===== src/rtl/gayle_xfer_ctrl.sv =====
// Sector transfer sequencer for the Gayle IDE data port: steers the shared sector
// FIFO between the host side and the CPU side and produces the ATA status bits.
module gayle_xfer_ctrl (
  input  logic       clk,
  input  logic       reset_n,
  input  logic       clk7_en,
  input  logic       cmd_start,
  input  logic       cmd_write,
  input  logic [7:0] sector_count,
  input  logic       cpu_rd,
  input  logic       cpu_wr,
  input  logic       hst_rd,
  input  logic       hst_wr,
  input  logic       abort,
  input  logic       status_rd,
  input  logic       fifo_last_in,
  input  logic       fifo_last_out,
  output logic       fifo_rd,
  output logic       fifo_wr,
  output logic       fifo_clr,
  output logic       fifo_host,
  output logic       bsy,
  output logic       drq,
  output logic       irq,
  output logic       hst_req,
  output logic [8:0] sectors_left
);

  localparam logic [2:0] IDLE    = 3'd0;
  localparam logic [2:0] RD_HOST = 3'd1;
  localparam logic [2:0] RD_CPU  = 3'd2;
  localparam logic [2:0] WR_CPU  = 3'd3;
  localparam logic [2:0] WR_HOST = 3'd4;

  logic [2:0] state;
  logic [2:0] state_nxt;
  logic [8:0] sl_nxt;
  logic [8:0] sl_dec;
  logic       accept;
  logic       irq_set;

  assign fifo_wr   = (state == RD_HOST && hst_wr) || (state == WR_CPU && cpu_wr);
  assign fifo_rd   = (state == RD_CPU && cpu_rd) || (state == WR_HOST && hst_rd);
  assign fifo_host = (state == RD_HOST);

  // Abort overrides everything, including a command strobe in the same cycle.
  always_comb begin
    state_nxt = state;
    sl_nxt    = sectors_left;
    accept    = 1'b0;
    irq_set   = 1'b0;
    sl_dec    = (sectors_left == 9'd0) ? 9'd0 : sectors_left - 9'd1;
    if (abort) begin
      state_nxt = IDLE;
      sl_nxt    = 9'd0;
    end else begin
      case (state)
        IDLE: if (cmd_start) begin
          accept    = 1'b1;
          sl_nxt    = (sector_count == 8'd0) ? 9'd256 : {1'b0, sector_count};
          state_nxt = cmd_write ? WR_CPU : RD_HOST;
        end
        RD_HOST: if (hst_wr && fifo_last_in) begin
          state_nxt = RD_CPU;
          irq_set   = 1'b1;
        end
        RD_CPU: if (cpu_rd && fifo_last_out) begin
          sl_nxt    = sl_dec;
          state_nxt = (sl_dec == 9'd0) ? IDLE : RD_HOST;
        end
        WR_CPU: if (cpu_wr && fifo_last_in) begin
          state_nxt = WR_HOST;
        end
        WR_HOST: if (hst_rd && fifo_last_out) begin
          sl_nxt    = sl_dec;
          irq_set   = 1'b1;
          state_nxt = (sl_dec == 9'd0) ? IDLE : WR_CPU;
        end
        default: state_nxt = IDLE;
      endcase
    end
  end

  // Status bits are registered from the next state so they line up with it.
  always_ff @(posedge clk or negedge reset_n) begin
    if (!reset_n) begin
      state        <= IDLE;
      sectors_left <= 9'd0;
      bsy          <= 1'b0;
      drq          <= 1'b0;
      hst_req      <= 1'b0;
      irq          <= 1'b0;
      fifo_clr     <= 1'b0;
    end else if (clk7_en) begin
      state        <= state_nxt;
      sectors_left <= sl_nxt;
      bsy          <= accept || state_nxt == RD_HOST || state_nxt == WR_HOST;
      drq          <= state_nxt == RD_CPU || state_nxt == WR_CPU;
      hst_req      <= state_nxt == RD_HOST || state_nxt == WR_HOST;
      fifo_clr     <= abort || accept;
      if (irq_set)
        irq <= 1'b1;
      else if (status_rd || accept)
        irq <= 1'b0;
    end
  end

endmodule


===== config.mk =====
export PLATFORM = sky130hd
export DESIGN_NAME = gayle_xfer_ctrl
export DESIGN_NICKNAME = d
export VERILOG_FILES = /design/src/rtl/gayle_xfer_ctrl.sv
export SDC_FILE = /design/constraint.sdc
export NUM_CORES = 1
export LEC_CHECK = 0
export ABC_CLOCK_PERIOD_IN_PS = 2450
export CAP_MARGIN = 40
export CORE_MARGIN = 2
export CORE_UTILIZATION = 42
export DETAILED_ROUTE_END_ITERATION = 8
export GPL_TIMING_DRIVEN = 0
export PLACE_DENSITY = 0.76
export SYNTH_ARGS = -nofsm -noshare
export SYNTH_HDL_FRONTEND = slang
export SYNTH_SLANG_ARGS = --single-unit

===== constraint.sdc =====
create_clock -name clk -period 2.45 [get_ports clk]
set_clock_uncertainty 0.1 [all_clocks]
set_input_delay 0.49 -clock clk [delete_from_list [all_inputs] [get_ports clk]]
set_output_delay 0.49 -clock clk [all_outputs]
set_load 0.03 [all_outputs]

* After elaboration in Yosys (flattened, before gate mapping)
Cells that the tools add are included.
Storage, ports and cells: register bits after elaboration 17, bits of input ports 21, output and inout bits 17
Cells by class: add/subtract/negate cells 1, equal/unequal tests 11, muxes and demuxes 26, reductions and logical operators 24
Operators by type and width (count):
- $mux W9 | 6
- $pmux W9 S3 | 1
- $logic_not A9 Y1 | 2
- $mux W3 | 6
- $pmux W3 S5 | 1
- $eq A3 B2 Y1 const B | 4
- $mux W1 | 9
- $sub A9 B1 Y9 const B | 1
- $logic_and A1 B1 Y1 | 8
- $logic_not A8 Y1 | 1
- $logic_or A1 B1 Y1 | 8
- $eq A3 B1 Y1 const B | 2
- $eq A3 B3 Y1 const B | 2
- $ne A3 B2 Y1 const B | 2
- $reduce_and A5 Y1 | 1
- $mux W2 | 2
- $reduce_bool A4 Y1 | 1
- $logic_not A3 Y1 | 1
- $ne A3 B3 Y1 const B | 1
- $pmux W1 S2 | 1
- $reduce_and A2 Y1 | 1
- $reduce_bool A2 Y1 | 1

* Depth between registers and ports, before layout
depth in word-level cells 10, depth in mapped cells 8

* Least setup slack after synthesis
OpenSTA, ideal clock, no wires.
kind reg2reg, start point register sectors_left[3], end point register bsy, library setup time 0.140 ns, data arrival time 2.235 ns, setup slack -0.025 ns, stages on the path, launching flop included 8, buffers on the path 1, period minus slack after synthesis 2.475 ns, path through dfrtp_1 > buf_6 > or4_4 > nor4_4 > o211ai_2 > and3_4 > nor4_2 > a211oi_2
On the way: word-level cells in the longest chain between the ends 10
Ends and longest elaborated chain:
- from (decl) | line 26 | output logic [8:0] sectors_left
- from (signal assigned) | line 96 | sectors_left <= sl_nxt;
- $sub A9 B1 Y9 or $logic_not A9 Y1 (tied branches) | line 52 | sl_dec = (sectors_left == 9'd0) ? 9'd0 : sectors_left - 9'd1;
- $mux W9 * | line 52
- $logic_not A9 Y1 * | line 69, 77
- $mux W2 or $mux W1 (tied branches) | line 77, 69
- $mux W3 (on tied branches) | line 74, 67
- $pmux W3 S5 * | line 57 | case (state)
- $mux W3 * | line 53 | if (abort) begin
- $eq A3 B1 Y1 | line 97 | bsy <= accept || state_nxt == RD_HOST || state_nxt == WR_HOST;
- $logic_or A1 B1 Y1 | line 97
- $logic_or A1 B1 Y1 * | line 97
- to (signal assigned) | line 89 | bsy <= 1'b0;
- to (signal assigned) | line 97
- to (decl) | line 22 | output logic bsy,
Every way passes the cells marked *; elsewhere a longest branch is shown, timed or not. A chain may end at the register's enable or synchronous reset.

* Final worst setup path
start point register sectors_left[3], end point register drq
On the way: word-level cells in the longest chain between the ends 9
Ends and longest elaborated chain:
- $sub A9 B1 Y9 or $logic_not A9 Y1 (tied branches) | line 52
- $mux W9 * | line 52
- $logic_not A9 Y1 * | line 69, 77
- $mux W2 or $mux W1 (tied branches) | line 77, 69
- $mux W3 (on tied branches) | line 74, 67
- $pmux W3 S5 * | line 57
- $mux W3 * | line 53
- $eq A3 B2 Y1 | line 98 | drq <= state_nxt == RD_CPU || state_nxt == WR_CPU;
- $logic_or A1 B1 Y1 * | line 98
- to (signal assigned) | line 90 | drq <= 1'b0;
- to (signal assigned) | line 98
- to (decl) | line 23 | output logic drq,
Marks and branches as above.

==> implementation parameters <==
Parameter                              Value

Die
  Placement Rows ... 19
  Die height ... 58.1 um
  Standard cell core area ... around 2800 sq um
  Full die area ... 3380 sq um
  Die extent in x ... a little under 60 um
  IO Pins ... 38
  Effective utilization at floorplan ... 44.3%

Global routing
  Aggregate global routing overflow ... 0
  Vias in the first global route ... roughly 1300
  Maximum number of pins on one net before global-route repair ... 18
  Number of antenna violations at the first check in global routing ... 0
  Overall routing resource usage ... between 20 and 25%
  First-pass GRT wire length ... about 6 mm

Placement
  Setup slack after placement ... -132 ps
  Final weighted congestion in routability-driven placement ... approximately 0.9
  Number of buffers added on ports ... 37
  Placed Instances ... between 200 and 250
  Placed wire-length estimate ... between 2 and 3 mm

STA
  Headroom to the max-slew limit ... ~46%
  Achievable clock frequency ... about 420 MHz
  Final Hold Violating Endpoints ... 0
  Measured slew at the worst slew-check pin ... around 800 ps
  Setup tns final ... 0 ps
  Final period util ... 96.5%
  Min Clock Period, post-route ... between 2000 and 2500 ps
  Min setup slack post-route ... 86.3 ps
  Final setup fails ... 0
  Total count of max-transition violations in the final report ... 0

Synth
  Syn avg cell area ... ~8.0 sq um
  Warning count from the yosys run ... 0
  Synthesis-stage register bit count ... 17
  Summed instance area of the synthesized netlist ... 1230 sq um
  Synth Area in Compound Gates ... between 20% and 30%
  Combinational family with the most area after synthesis ... simple AND/OR/NAND/NOR gates
  Xor/xnor share of the synthesized area ... under 10%
  Cell accounting for the most synthesized area ... sky130_fd_sc_hd__dfrtp_1
  Synth Flop Type ... sky130_fd_sc_hd__dfrtp_1
  Share of synthesized flip-flops with an asynchronous set or reset ... 100%
  Synthesized Nets ... roughly 180
  Library cells used by synthesis ... 41
  Sequential-to-total area share from yosys stat ... between 30% and 40%
  Adder-Cell Fraction of Synth Area ... 1.02%
  Simple-gate share of the synthesized area ... a little under a third
  Portion of synthesized cell area occupied by the leading cell type ... between 30% and 40%
  Cells after Synth ... 154
  Multiplexer share of the synthesized area ... under 10%
  Number of enable flip-flop cells after synthesis ... 0
  Top cells by area in the synthesized netlist ... sky130_fd_sc_hd__dfrtp_1 (35%), sky130_fd_sc_hd__o21ai_0 (7.3%), sky130_fd_sc_hd__a21oi_1 (5.7%)

Clocking
  Number of hold-repair buffers added at the cts stage ... 0
  Clock tree from TritonCTS ... built
  Clk pin slew, worst setup/hold paths ... about 100 ps
  Number of sinks on the clock net ... 17
  Skew-Pair Late Insertion Delay ... ~300 ps
  Clock tree root driver cell ... sky130_fd_sc_hd__clkbuf_4
  Number of buffers on the longest clock path ... 2
  Max H-tree Level ... 1
  Clock buffers created by TritonCTS ... 3

Worst setup path
  Reg2reg end ... drq
  Required time worst endpoint ... approximately 2600 ps
  Register-to-register setup slack ... about 86 ps
  Critical Path Sink Type ... flip-flop
  Kind of critical path ... reg2reg
  Arrival time of the worst setup path ... ~2500 ps
  Largest fanout on the critical path ... 7
  Worst flop-to-flop path startpoint ... sectors_left[3]
  Logic depth of the worst register-to-register path ... 7
  Type of element launching the critical path ... flip-flop

Detailed routing
  Count of unresolved DRC violations after routing ... 0
  Final routed wirelength across all metal layers ... ~3.5 mm
  DRT antenna net count ... 0
  Starting DRT DRC Count ... 27
  Vias post-DR ... roughly 1300
  Number of iterations in the first detailed-routing pass ... 5
  Post-DR vias/cell ... ~5.8
  Routed length per instance ... between 15 and 20 um

Run
  Count of max-cap constraint violations ... 0

Cells and area
  Share of final-layout standard cells stronger than drive strength 1 ... between 10 and 15%
  Number of standard cells in the final layout excluding fillers ... ~230
  Antenna fix cells ... 0
  NumNets Final ... between 200 and 250
  Layout-stage area growth over the synthesis result ... 37.7%
  Fill cell count ... approximately 280

Worst hold path
  Hold Path Class ... reg2reg
  Endpoint of the worst hold-timing path ... irq
  Hold-critical path depth ... 2
  Source of the worst hold timing path ... irq

Pwr
  Maximum resistive drop on vdd ... 431 uV
  Leakage power summed over all cells ... 0.000666 uW
  Power density over the cells ... roughly 620 nW/um^2

Run status
  Outcome ... finished clean
==> where the power goes <==
group	switching [uW]	internal (uW)
clock network	95.7	61.0
logic	300	235
registers	38.0	314
==> worst max path at each step <==
stage | startpoint | endpoint | depth (start not counted)
2_1_floorplan | sectors_left[3] | bsy | 7
3_3_place_gp | hst_rd | fifo_rd | 4
3_5_place_dp | sectors_left[3] | bsy | 7
4_1_cts | state[2] | fifo_rd | 5
5_1_grt | sectors_left[3] | state[1] | 7
6_report | sectors_left[3] | drq | 7
==> per-stage QoR <==
step / hold slack, ps / area (sq um) / utilization (%) / total power, uW
finish: 403 / 1700 / 61.0 / 1040
global route: 447 / 1700 / 61.0 / 1110
detailed placement: 384 / 1650 / 59.3 / 862
floorplan: 94.4 / 1240 / - / 687
CTS: 407 / 1690 / 60.9 / 1040
global placement: 375 / 1650 / 59.3 / 852
==> critical path, stage by stage (launching register included) <==
cell and delay, ps:
sky130_fd_sc_hd__dfrtp_2 420, sky130_fd_sc_hd__buf_6 130, sky130_fd_sc_hd__or4_4 570, sky130_fd_sc_hd__or4_4 460
sky130_fd_sc_hd__o211ai_4 120, sky130_fd_sc_hd__a21oi_1 100, sky130_fd_sc_hd__or2_2 300, sky130_fd_sc_hd__o21ai_0 90
==> registers in the layout, indices dropped and copies added (netlist names) <==
register      cells
bsy               1
drq               1
fifo_clr          1
hst_req           1
irq               1
sectors_left      9
state             3
==> per-layer routing <==
metal	wire, um	global-route usage [%]
met5	0	0
met4	78	8.97
met3	218	2.90
met2	1680	40.6
met1	1490	26.7
==> cells in the mapped netlist (2+ instances only) <==
cell type                    n
sky130_fd_sc_hd__dfrtp_1    17
sky130_fd_sc_hd__or2_2       4
sky130_fd_sc_hd__nand3_1     5
sky130_fd_sc_hd__clkbuf_1    6
sky130_fd_sc_hd__xnor2_1     3
sky130_fd_sc_hd__nor2_1     10
sky130_fd_sc_hd__inv_1       6
sky130_fd_sc_hd__nor2b_1     3
sky130_fd_sc_hd__o21ai_0    18
sky130_fd_sc_hd__nor4_1      3
sky130_fd_sc_hd__nand2b_1    4
sky130_fd_sc_hd__o2bb2ai_1   2
sky130_fd_sc_hd__a21oi_1    14
sky130_fd_sc_hd__a31oi_1     2
sky130_fd_sc_hd__mux2i_1     2
sky130_fd_sc_hd__nor3_1     14
sky130_fd_sc_hd__nand2_1    16
sky130_fd_sc_hd__or4_4       2
==> area by class of cell <==
class / count / area, sq um / area share (%)
plain buffers: 6 / 31.3 / 1.85
clock buffers: 3 / 22.5 / 1.33
clock inverters: 1 / 5.00 / 0.295
inverters: 6 / 22.5 / 1.33
multi-input cells: 124 / 778 / 45.9
flip-flops and latches: 17 / 427 / 25.2
well taps: 31 / 38.8 / 2.29
repair buffers: 38 / 370 / 21.8
==> cell families after synthesis <==
group | Yosys count
simple gates | 68
xor+xnor | 4
mux | 2
flops | 17
buf+inv | 13
fa+ha+maj | 1
compound gates | 49
==> cells in the final DEF (no fill, tap or decap), types with 3 or more instances in the layout <==
cell	instances
sky130_fd_sc_hd__a21oi_1	14
sky130_fd_sc_hd__clkbuf_1	4
sky130_fd_sc_hd__clkbuf_4	3
sky130_fd_sc_hd__clkdlybuf4s50_1	34
sky130_fd_sc_hd__dfrtp_1	16
sky130_fd_sc_hd__inv_1	6
sky130_fd_sc_hd__nand2_1	16
sky130_fd_sc_hd__nand2b_1	4
sky130_fd_sc_hd__nand3_1	5
sky130_fd_sc_hd__nor2_1	10
sky130_fd_sc_hd__nor3_1	14
sky130_fd_sc_hd__nor4_1	3
sky130_fd_sc_hd__o21ai_0	17
sky130_fd_sc_hd__or2_2	4
sky130_fd_sc_hd__xnor2_1	3
==> timing repair <==
action | 4_1_cts | 5_1_grt
resized for setup | 7 | 4
pin swaps | 3 | 1
endpoints found under the setup margin | 6 | 3
buffers inserted | 1 | 0
Note: power is estimated with default switching activity, not from simulation.
